## src/rtl/mha_cfg_loader.sv

```systemverilog
// Streams signed weight words from a valid/ready source into consecutive
// mha cfg-port addresses, reporting completion, cancellation and a checksum.
module mha_cfg_loader #(
    parameter int EMB       = 32,
    parameter int DATA_W    = 16,
    parameter int NUM_WORDS = EMB * EMB * 3 + EMB,
    parameter int ADDR_W    = $clog2(NUM_WORDS)
) (
    input  logic              clk,
    input  logic              rst,
    input  logic              start,
    input  logic              abort,
    input  logic              s_valid,
    output logic              s_ready,
    input  logic [DATA_W-1:0] s_data,
    output logic              cfg_we,
    output logic [ADDR_W-1:0] cfg_addr,
    output logic [DATA_W-1:0] cfg_wdata,
    output logic              busy,
    output logic              done,
    output logic              aborted,
    output logic [31:0]       cksum
);

    typedef enum logic [1:0] {
        ST_IDLE = 2'd0,
        ST_LOAD = 2'd1,
        ST_DONE = 2'd2
    } state_t;

    localparam logic [ADDR_W-1:0] LAST_ADDR = ADDR_W'(NUM_WORDS - 1);

    state_t              state_q;
    logic [ADDR_W-1:0]   cnt_q;
    logic                cfg_we_q;
    logic [ADDR_W-1:0]   cfg_addr_q;
    logic [DATA_W-1:0]   cfg_wdata_q;
    logic                done_q;
    logic                aborted_q;
    logic [31:0]         cksum_q;
    logic                beat;
    logic [31:0]         data_sext;

    assign s_ready   = (state_q == ST_LOAD);
    assign busy      = (state_q != ST_IDLE);
    assign beat      = s_valid && s_ready;
    assign data_sext = 32'($signed(s_data));

    assign cfg_we    = cfg_we_q;
    assign cfg_addr  = cfg_addr_q;
    assign cfg_wdata = cfg_wdata_q;
    assign done      = done_q;
    assign aborted   = aborted_q;
    assign cksum     = cksum_q;

    always_ff @(posedge clk) begin
        if (rst) begin
            state_q     <= ST_IDLE;
            cnt_q       <= '0;
            cfg_we_q    <= 1'b0;
            cfg_addr_q  <= '0;
            cfg_wdata_q <= '0;
            done_q      <= 1'b0;
            aborted_q   <= 1'b0;
            cksum_q     <= '0;
        end else begin
            cfg_we_q  <= 1'b0;
            done_q    <= 1'b0;
            aborted_q <= 1'b0;
            case (state_q)
                ST_IDLE: begin
                    if (start) begin
                        state_q <= ST_LOAD;
                        cnt_q   <= '0;
                        cksum_q <= '0;
                    end
                end
                ST_LOAD: begin
                    // Abort wins over a simultaneous beat: it is handshaken but dropped.
                    if (abort) begin
                        state_q   <= ST_IDLE;
                        aborted_q <= 1'b1;
                    end else if (beat) begin
                        cfg_we_q    <= 1'b1;
                        cfg_addr_q  <= cnt_q;
                        cfg_wdata_q <= s_data;
                        cksum_q     <= cksum_q + data_sext;
                        if (cnt_q == LAST_ADDR) begin
                            state_q <= ST_DONE;
                        end else begin
                            cnt_q <= cnt_q + 1'b1;
                        end
                    end
                end
                ST_DONE: begin
                    state_q <= ST_IDLE;
                    done_q  <= 1'b1;
                end
                default: state_q <= ST_IDLE;
            endcase
        end
    end

endmodule

```

## config.mk

```make
export PLATFORM = sky130hd
export DESIGN_NAME = mha_cfg_loader
export DESIGN_NICKNAME = d
export VERILOG_FILES = /design/src/rtl/mha_cfg_loader.sv
export SDC_FILE = /design/constraint.sdc
export NUM_CORES = 1
export LEC_CHECK = 0
export ABC_AREA = 1
export BUFFER_PORTS_ARGS = -buffer_cell sky130_fd_sc_hd__clkbuf_2
export CAP_MARGIN = 20
export CORE_ASPECT_RATIO = 0.7
export CORE_MARGIN = 4
export CORE_UTILIZATION = 58
export CTS_CLUSTER_DIAMETER = 150
export DETAILED_ROUTE_END_ITERATION = 8
export GPL_TIMING_DRIVEN = 0
export PLACE_DENSITY = 0.81
export SKIP_LAST_GASP = 1
export SYNTH_ARGS = -nofsm -noshare
export SYNTH_HDL_FRONTEND = slang
export SYNTH_SLANG_ARGS = --single-unit
```

## constraint.sdc

```tcl
create_clock -name clk -period 2.35 [get_ports clk]
set_clock_uncertainty 0.1 [all_clocks]
set_input_delay 0.235 -clock clk [delete_from_list [all_inputs] [get_ports clk]]
set_output_delay 0.235 -clock clk [all_outputs]
set_load 0.01 [all_outputs]
```

Word-level counts from Yosys, hierarchy flattened
Index checks and enable logic that the tools add are counted.
Storage, ports and cells
  word-level logic and storage cells: 48
  output and inout bits: 65
  flip-flop bits (word level): 77
  input bits: 21
Operators by class
  equality and inequality tests: 9
  bitwise operators: 2
  mux-type cells: 17
  $add $sub $neg: 2
  reductions and logical operators: 10
Operators by type and width (count)
  2-to-1 mux 32 bit: 3
  case mux 32 bit (2 select lines): 1
  2-to-1 mux 12 bit: 4
  adder 32 bit: 1
  case mux 12 bit (2 select lines): 1
  adder 12 x 1 -> 12 bit, second input constant: 1
  == test 12 bit, second input constant: 1
  2-to-1 mux 2 bit: 4
  inequality test 2 bit, second input constant: 3
  inequality test 3 x 2 -> 1 bit, second input constant: 2
  AND reduction 3 bit: 2
  AND reduction 5 bit: 1
  case mux 2 bit (2 select lines): 1
  AND reduction 4 bit: 1
  nonzero test 2 bit: 2
  2-to-1 mux 1 bit: 3
  OR reduction 3 bit: 1
  == test 2 x 1 -> 1 bit, second input constant: 1
  == test 2 bit, second input constant: 1
  logical NOT 2 bit: 1
  inequality test 2 x 1 -> 1 bit, second input constant: 1
  inverter 1 bit: 2
  OR reduction 2 bit: 1
  logical AND 1 bit: 1

Depth between registers and ports, before layout
Gate-level depths: netlist of the first run.
  word-level depth: 5
  gate-level depth with buffers: 13
  mapped depth without buffers: 13

Worst setup path after synthesis of the first run
OpenSTA, ideal clock, no wires.
  path kind: reg2reg
  from: register cksum_q[0], in the netlist cksum[0]
  to: register cksum_q[28], in the netlist cksum[28]
  period minus slack after synthesis: 1.996 ns
  setup slack: 0.354 ns
  buffers on the path: 0
  cell stages (with the launch flop): 14
  arrival: 1.764 ns
  required time: 2.118 ns
  setup time: 0.132 ns
  cells stage by stage: dfxtp_1 > ha_1 > inv_1 > fa_1 > inv_1 > nand3_1 > nand3_1 > nand3_1 > nand3_1 > nand2_1 > nand2_1 > nand2_1 > nand3_2 > a21oi_2
Between the ends
  cells in the longest elaborated chain, start to end: 4
Ends and longest elaborated chain
  start, declared: line 40  | logic [31:0] cksum_q;
  start signal, assigned: line 87  | cksum_q <= cksum_q + data_sext;
  adder 32 bit: line 87
  2-to-1 mux 32 bit: line 83  | end else if (beat) begin
  2-to-1 mux 32 bit: line 80  | if (abort) begin
  case mux 32 bit (2 select lines): line 70  | case (state_q)
Every way passes these cells. The select of a mux whose other input is x is not followed.
A chain may end at the register's enable or synchronous reset.

Final worst setup path of the first run
  from: register cksum_q[0], in the netlist cksum[0]
  to: register cksum_q[16], in the netlist cksum[16]
Same word-level chain as after synthesis.

==> out/results.ini, run 1 <==
[timing]
setup_violations = 0
rsz0062_at_grt = no
max_slew.worst_pin.slew_ns = 0.769
finalMaxSlewViolations = 0
hold_ws_ns = 0.0475
period_needed_ns = 2.18
final.setup.tns_ns = 0
timing.fmax_mhz = 459
slew_headroom_pct = 48.7
worst_slack_ns = 0.171
fin_crit_sh_pct = 92.7
hold_viol = 0

[clock_network]
path_clk_slew_ns = 0.07
cts_tree = built
cts_made_buffers = 9
h-tree-depth = 3
clk_path_buf_depth = 2
insertion_delay_ns = 0.34
cts_sinks = 77
cts_resized = 0
cts_hold_buf = 0
post_cts_buffers = 0
cts-root-buf = clkbuf_16

[logic_synthesis]
synth_edf_count = 0
synthArstFlopShare_pct = 0
yosysSeqAreaShare_pct = 28.3
ys_types = 35
yosys_warnings = 0
ys_ff_latch = 77
yosysMostFrequentCell = nand2_1
yosysTopAreaCell = dfxtp_1
synth_top_area_share_pct = 28.3
yosys_most_used_dff = dfxtp_1
synth.net_count = 923
syn_area_per_cell_sq_um = 6.27
syn_inst = 869
syn_area_sq_um = 5450
synthTopCellsByArea = dfxtp_1 (28%), nand2_1 (19%), inv_1 (8.9%), ha_1 (7.3%), nor2_1 (6.5%)
synth_commonest_cells = nand2_1 (282), inv_1 (129), nor2_1 (94), dfxtp_1 (77), a21oi_1 (55)

[setup_path]
crit_type = reg -> reg
rr_worst_depth = 11
cp-end-kind = flop
slowest_stage = fa_1
max_stage_delay_ns = 0.41
cp_top_family = adder cells
reg2reg_slack_ns = 0.17
worstPathCellList = ha_2 > inv_1 > fa_1 > inv_2 > nand3_1 > nand3_2 > nand2_1 > a21oi_1 > o21ai_0 > nand3_1 > a21oi_1
rr_endpoint = cksum[16]
worstSetupStartpointType = flop
cp.arrival_ns = 2.27
crit_buf_inv = 2
cp_max_fo = 4
cp.required_ns = 2.44
r2r_start = cksum[0]

[power]
powerDensity_nw_per_um2 = 524
finalPower_mw = 3.33
p_leak_nw = 3.31
vdd.ir_drop.worst_v = 0.000352

[grt]
grt.total_usage_pct = 28.4
grt_pass1_wl_microns = 24500
grt_overflow = 0
antenna_found_initial = 0
first_global_vias = 5037
grt_start_max_net_pins = 19

[route]
firstDrtPassIters = 5
num_vias = 5739
vias_per_cell = 5.25
ant_nets = 0
wl_microns = 15600
wire_per_inst_microns = 14.2
drtIter0Drc = 473
drc_errors = 0

[die]
num_rows = 29
die-area_sq_um = 11000
die_w_microns = 124
io_pins = 86
start_util_pct = 59.9
die_h_microns = 89.1
coreArea_sq_um = 9110

[cells_and_area]
syn2layout_area_growth_pct = 16.5
final_util_pct = 69.7
fin_nets = 1019
antenna_cells = 0
drive_gt1_share_pct = 19.2
layout.cells.non_filler = 1094
stdcell_area_sq_um = 6350
nFillCells = 849

[placed_design]
hpwl_microns = 12200
dpl-instance-area_sq_um = 6030
pre_cts_slack_ns = 0.0747
place_inst = 1078
place.gp.congestion = 0.943
port_buffers = 85

[min_path]
whs_endpoint = cfg_wdata[5]
hp-class = in -> reg
hold_depth = 3
hold_path_startpoint = s_data[5]

[outcome]
status = complete, no violations

[job]
maxCapViolCount = 0

-- power by group --
| part | switching [mW] | internal, mW |
|---|---|---|
| combinational | 0.368 | 0.176 |
| sequential | 0.0253 | 1.34 |
| clock | 0.591 | 0.827 |
-- sequential cells by signal, indices dropped and copies added, names as in the netlist --
| register | flops |
|---|---|
| cksum | 32 |
| cfg_wdata | 16 |
| aborted | 1 |
| done | 1 |
| cfg_addr | 12 |
| cfg_we | 1 |
| state_q | 2 |
| cnt_q | 12 |
-- routing by layer --
layer  part of all wire, %  track usage, %  routed length, microns  up-vias
met1                    48            40.7                    7530     2544
met2                    40            41.9                    6270      228
met5                     0               0                       0        -
met4                   2.2            8.64                     346        0
li1                      -               -                       -     2936
met3                   9.1            7.34                    1420       31
-- area by class of cell --
| class | instances | area (sq um) | share of cell area, % |
|---|---|---|---|
| Clock inverter | 7 | 71.3 | 1.12 |
| Timing Repair Buffer | 85 | 425 | 6.70 |
| Tap cell | 124 | 155 | 2.44 |
| Sequential cell | 77 | 1540 | 24.3 |
| Inverter | 136 | 510 | 8.04 |
| Multi-Input combinational cell | 637 | 3290 | 51.9 |
| Clock buffer | 9 | 225 | 3.55 |
| Buffer | 19 | 128 | 2.01 |
-- how the worst max path moves through the flow --
stage | startpoint | endpoint | slack, ns | cells after the start
after floorplan | cksum[0] | cksum[28] | 0.35 | 13
after global routing | cksum[0] | cksum[16] | 0.0001 | 11
final | cksum[0] | cksum[16] | 0.17 | 11
after CTS | cksum[0] | cksum[28] | 0.06 | 13
after detailed placement | cksum[0] | cksum[28] | 0.07 | 13
after global placement | cksum[0] | cksum[28] | 0.10 | 13
-- cell usage in the layout, fill, tap and decap left out, types with 23 or more instances in the layout --
| cell | n |
|---|---|
| a21oi_1 | 55 |
| clkbuf_2 | 86 |
| dfxtp_1 | 77 |
| ha_1 | 31 |
| inv_1 | 128 |
| nand2_1 | 280 |
| nand3_1 | 39 |
| nand3_2 | 23 |
| nor2_1 | 94 |
| o21ai_0 | 32 |
-- logic make-up after synthesis --
family	synth area share, %
compound gates	13.4
fa+ha+maj	7.71
xor+xnor	0.803
flops	28.3
simple gates	38.1
buf+inv	11.7
-- worst min-delay path, cell delays in order --
cell and delay [ns]:
clkbuf_2 0.09, nor2_1 0.04, nor2_1 0.08
(Power assumes the default switching activity.)
==> inputs of run 2 (changes only) <==
--- a/config.mk
+++ b/config.mk
@@ -10,11 +10,11 @@
 export CAP_MARGIN = 20
 export CORE_ASPECT_RATIO = 0.7
 export CORE_MARGIN = 4
-export CORE_UTILIZATION = 58
+export CORE_UTILIZATION = 60
 export CTS_CLUSTER_DIAMETER = 150
 export DETAILED_ROUTE_END_ITERATION = 8
 export GPL_TIMING_DRIVEN = 0
-export PLACE_DENSITY = 0.81
+export PLACE_DENSITY = 0.84
 export SKIP_LAST_GASP = 1
 export SYNTH_ARGS = -nofsm -noshare
 export SYNTH_HDL_FRONTEND = slang
==> constraint.sdc (replaced) <==
create_clock -name clk -period 2.8 [get_ports clk]
set_clock_uncertainty 0.1 [all_clocks]
set_input_delay 0.28 -clock clk [delete_from_list [all_inputs] [get_ports clk]]
set_output_delay 0.28 -clock clk [all_outputs]
set_load 0.01 [all_outputs]
==> run 2 against run 1 <==
Compared with the run above:
- utilization grew 3.5 points
- register-to-register slack gained 0.23 ns
- maximum frequency shrank 9.0%
- wire length grew 2.7%
- design area shrank 0.24%
- largest power group unchanged
- sequential share of layout area grew 0.057 points
- hold slack gained 0.039 ns
- combinational power shrank 15%
- sequential power shrank 16%
- first-iteration DRC count grew 5.3%
- global-route usage grew 2.1 points
- critical endpoint is now cksum[20]
- die area shrank 3.1%
==> out/results.ini, run 2 (synthesis results as in run 1) <==
[clock_network]
h-tree-depth = 3  ; unchanged
cts_resized = 0  ; unchanged
cts_sinks = 77  ; unchanged
clk_path_buf_depth = 2  ; unchanged
cts_tree = built
post_cts_buffers = 0  ; unchanged
insertion_delay_ns = 0.35  ; about the same
cts_hold_buf = 0  ; unchanged
cts-root-buf = clkbuf_16
path_clk_slew_ns = 0.07  ; about the same
cts_made_buffers = 9  ; unchanged

[setup_path]
cp-end-kind = flop
cp_max_fo = 4  ; unchanged
crit_path_start = cksum[0]
cp.arrival_ns = 2.51  ; +0.24 ns
r2r_start = cksum[0]
crit_type = reg -> reg
cp.required_ns = 2.91  ; +0.47 ns
worstSetupStartpointType = flop

[placed_design]
hpwl_microns = 12300  ; +1.1%
place.gp.congestion = 0.946  ; +0.39%
dpl-instance-area_sq_um = 6030  ; about the same
port_buffers = 85  ; unchanged
place_inst = 1074  ; -0.37%

[die]
die-area_sq_um = 10700  ; -3.1%
die_h_microns = 87.8  ; -1.5%
start_util_pct = 63.0  ; +3.1 points
die_w_microns = 122  ; -1.6%
io_pins = 86  ; unchanged
num_rows = 28  ; -3.4%
coreArea_sq_um = 8650  ; -5.0%

[route]
wire_per_inst_microns = 14.7  ; +3.1%
num_vias = 5824  ; +1.5%
wl_microns = 16000  ; +2.7%
ant_nets = 0  ; unchanged
drc_errors = 0  ; unchanged
firstDrtPassIters = 6  ; +1
drtIter0Drc = 498  ; +5.3%
vias_per_cell = 5.34  ; +1.9%

[outcome]
status = complete, no violations

[cells_and_area]
largest_register_ffs = 32  ; unchanged
layout.cells.non_filler = 1090  ; -0.37%
multi_input_area_sq_um = 3270  ; -0.68%
final_cell_mix = nand2_1 (282), inv_1 (129), nor2_1 (94), clkbuf_2 (86), dfxtp_1 (77)
final_common_cell = nand2_1
stdcell_area_sq_um = 6340  ; -0.24%
antenna_cells = 0  ; unchanged
drive_gt1_share_pct = 18.5  ; -0.72 points
final_util_pct = 73.2  ; +3.5 points
syn2layout_area_growth_pct = 16.2
nFillCells = 747  ; -12%
fin_nets = 1019  ; unchanged
regArea_sq_um = 1540  ; unchanged

[timing]
rsz0062_at_grt = no
period_needed_ns = 2.40  ; +0.216 ns
max_slew.worst_pin.slew_ns = 0.819  ; +0.0502 ns
slew_headroom_pct = 45.4  ; -3.3 points
fin_crit_sh_pct = 85.6  ; -7.2 points
hold_ws_ns = 0.0863  ; +0.0388 ns
finalMaxSlewViolations = 0  ; unchanged
timing.fmax_mhz = 417  ; -9.0%
hold_viol = 0  ; unchanged
setup_violations = 0  ; unchanged
final.setup.tns_ns = 0  ; unchanged

[job]
maxCapViolCount = 0  ; unchanged

[grt]
grt_overflow = 0  ; unchanged
first_global_vias = 5243  ; +4.1%
antenna_found_initial = 0  ; unchanged
grt_start_max_net_pins = 19  ; unchanged
grt.total_usage_pct = 30.5  ; +2.1 points
grt_pass1_wl_microns = 25700  ; +4.9%

[power]
vdd.ir_drop.worst_v = 0.000371  ; +5.4%
p_leak_nw = 3.30  ; -0.15%
powerDensity_nw_per_um2 = 451  ; -14%

[min_path]
hold_path_startpoint = s_data[4]
hp-class = in -> reg

[run 2: final cells by class]
type                    instances  area share, %
multi-input cells             637           51.6
flip-flops and latches         77           24.3
inverters                     136           8.06
repair buffers                 85           6.71
clock buffers                  10           3.77
well taps                     120           2.37
plain buffers                  19           2.01
clock inverters                 6           1.11
[run 2: path summary, 6_finish.rpt]
path                        to  slack (ns)  cells past startpoint
setup / recovery     cksum[20]        0.40                     13
hold / removal    cfg_wdata[4]        0.09                      3
setup reg to reg     cksum[20]        0.40                     13
hold reg to reg      cksum[15]        0.39                      2
[run 2: critical path, stage by stage (launching register included)]
cell,delay [ns]
dfxtp_1,0.38
ha_1,0.24
inv_1,0.07
fa_1,0.40
inv_1,0.12
nand3_1,0.09
nand3_1,0.15
nand3_1,0.09
nand3_1,0.22
nand2_1,0.14
nand2_1,0.08
nand2_1,0.06
nand3_2,0.07
a21oi_2,0.05
[run 2: metal layers]
metal | vias up | wire length [microns] | track usage [%]
met5 | - | 0 | 0
met4 | 0 | 234 | 9.66
met3 | 24 | 1810 | 6.52
li1 | 2934 | - | -
met1 | 2582 | 7280 | 44.7
met2 | 284 | 6650 | 44.9
[run 2: stage by stage]
stage                     worst slack, ns  power, mW
after floorplan                     0.804       1.47
after global placement              0.494       1.61
after detailed placement            0.452       1.62
after CTS                           0.451       2.84
after global routing                0.303       2.95
final                               0.404       2.86
[run 2: power by group]
part           leakage, nW  switching, mW  total, mW  internal [mW]
registers            0.624         0.0216       1.15           1.13
clock network        0.153          0.525       1.25          0.724
logic                 2.53          0.313      0.461          0.147
==> inputs of run 3 (changes only) <==
--- a/config.mk
+++ b/config.mk
@@ -7,13 +7,13 @@
 export LEC_CHECK = 0
 export ABC_AREA = 1
 export BUFFER_PORTS_ARGS = -buffer_cell sky130_fd_sc_hd__clkbuf_2
-export CAP_MARGIN = 20
 export CORE_ASPECT_RATIO = 0.7
 export CORE_MARGIN = 4
 export CORE_UTILIZATION = 60
 export CTS_CLUSTER_DIAMETER = 150
 export DETAILED_ROUTE_END_ITERATION = 8
 export GPL_TIMING_DRIVEN = 0
+export MAX_ROUTING_LAYER = met4
 export PLACE_DENSITY = 0.84
 export SKIP_LAST_GASP = 1
 export SYNTH_ARGS = -nofsm -noshare
==> run 3 against run 2 <==
Compared with the run above:
- via count is 0.27% lower
- design area is the same
- combinational power shrank 1%
- clock power about the same
- critical path type unchanged
- largest power group unchanged
==> out/results.ini, run 3 (synthesis results as in run 1) <==
[die]
die_w_microns = 122  ; unchanged
start_util_pct = 63.0  ; unchanged
io_pins = 86  ; unchanged
die-area_sq_um = 10700  ; unchanged
coreArea_sq_um = 8650  ; unchanged
die_h_microns = 87.8  ; unchanged
num_rows = 28  ; unchanged

[setup_path]
crit_path_start = cnt_q[0]
cp_max_fo = 10  ; +6
worstSetupStartpointType = flop
worstPathCellList = ha_1 > nand4_1 > nor3_1 > nand2_1 > nand2_1 > buf_4 > nor3_1 > a21oi_1 > nor2_1
cp.arrival_ns = 2.44  ; -0.07 ns
cp-end-kind = flop
cp.required_ns = 2.91  ; about the same
slowest_stage = nor3_1
crit_type = reg -> reg
max_stage_delay_ns = 0.54  ; +0.14 ns
r2r_start = cnt_q[0]

[cells_and_area]
antenna_cells = 0  ; unchanged
final_common_cell = nand2_1
largest_register_ffs = 32  ; unchanged
syn2layout_area_growth_pct = 16.2  ; unchanged
layout.cells.non_filler = 1090  ; unchanged
fin_nets = 1019  ; unchanged
drive_gt1_share_pct = 18.5  ; unchanged
nFillCells = 748  ; +0.13%
final_cell_mix = nand2_1 (282), inv_1 (129), nor2_1 (94), clkbuf_2 (86), dfxtp_1 (77)
stdcell_area_sq_um = 6340  ; unchanged

[route]
wl_microns = 15600  ; -2.6%
ant_nets = 0  ; unchanged
drc_errors = 0  ; unchanged
num_vias = 5808  ; -0.27%
firstDrtPassIters = 5  ; -1
vias_per_cell = 5.33  ; -0.27%
drtIter0Drc = 609  ; +22%
wire_per_inst_microns = 14.3  ; -2.6%

[clock_network]
cts_tree = built
cts_hold_buf = 0  ; unchanged
post_cts_buffers = 0  ; unchanged
cts_resized = 0  ; unchanged
insertion_delay_ns = 0.34  ; about the same
cts_made_buffers = 9  ; unchanged
path_clk_slew_ns = 0.06  ; about the same
cts_sinks = 77  ; unchanged
h-tree-depth = 3  ; unchanged
clk_path_buf_depth = 2  ; unchanged
cts-root-buf = clkbuf_16

[job]
maxCapViolCount = 0  ; unchanged

[grt]
first_global_vias = 5260  ; +0.32%
grt_start_max_net_pins = 19  ; unchanged
antenna_found_initial = 0  ; unchanged
grt.total_usage_pct = 31.2  ; +0.69 points
grt_overflow = 0  ; unchanged
grt_pass1_wl_microns = 25400  ; -1.2%

[placed_design]
place_inst = 1074  ; unchanged
place.gp.congestion = 0.978  ; +3.4%
hpwl_microns = 12200  ; -0.99%
port_buffers = 85  ; unchanged
dpl-instance-area_sq_um = 6030  ; unchanged
pre_cts_slack_ns = 0.473  ; +0.0207 ns

[timing]
final.setup.tns_ns = 0  ; unchanged
timing.fmax_mhz = 429  ; +2.8%
worst_slack_ns = 0.470  ; +0.0654 ns
max_slew.worst_pin.slew_ns = 0.774  ; -0.0448 ns
setup_violations = 0  ; unchanged
hold_viol = 0  ; unchanged
slew_headroom_pct = 48.4  ; +3.0 points
rsz0062_at_grt = no
period_needed_ns = 2.33  ; -0.0654 ns
finalMaxSlewViolations = 0  ; unchanged
fin_crit_sh_pct = 83.2  ; -2.3 points

[power]
p_leak_nw = 3.30  ; unchanged
vdd.ir_drop.worst_v = 0.000316  ; -15%
powerDensity_nw_per_um2 = 448  ; -0.60%

[min_path]
hold_path_startpoint = s_data[4]
hp-class = in -> reg

[outcome]
status = complete, no violations

-- run 3: cell counts in the layout (fill, tap and decap cells not counted) --
Identical to the previous run, type by type.
-- run 3: final cells by class --
class                      count  area, sq um  share of cell area [%]
multi-input combinational    637         3270                    51.6
sequential                    77         1540                    24.3
buffer                        19          128                    2.01
clock buffer                  10          239                    3.77
clock inverter                 6         70.1                    1.11
tap                          120          150                    2.37
inverter                     136          510                    8.06
timing repair buffer          85          425                    6.71
-- run 3: report_power, final --
part / internal [mW] / leakage [nW] / switching [mW]
clock: 0.723 / 0.153 / 0.514
combinational: 0.147 / 2.53 / 0.308
sequential: 1.13 / 0.624 / 0.0212
total: 2.00 / 3.30 / 0.843
-- run 3: worst paths after layout --
kind / end / cells past startpoint / slack, ns
worst max-delay path: cnt_q[11] / 9 / 0.47
worst min-delay path: cfg_wdata[4] / 3 / 0.09
worst max register to register: cnt_q[11] / 9 / 0.47
worst min register to register: cksum[15] / 2 / 0.38
-- run 3: per-stage QoR --
step	power, mW	utilization [%]	hold slack, ns
3_3_place_gp	1.61	69.7	0.373
2_1_floorplan	1.47	-	0.315
3_5_place_dp	1.62	69.7	0.376
6_report	2.84	73.2	0.0862
5_1_grt	2.94	73.2	0.102
4_1_cts	2.84	73.2	0.0777
-- run 3: layer usage --
metal,global-route usage [%],share of wire [%],up-vias
met3,7.88,10,26
met1,43.1,47,2578
li1,-,-,2929
met4,9.46,1.5,0
met2,44.9,41,275
met5,-,0,-
-- run 3: critical path, delay by kind of cell, from the launching register on --
family / cells / cell delay (ns)
DFF: 1 / 0.39
buffers and inverters: 1 / 0.19
AOI/OAI and AO/OA: 1 / 0.11
adders and majority gates: 1 / 0.23
and+or+nand+nor: 6 / 1.17
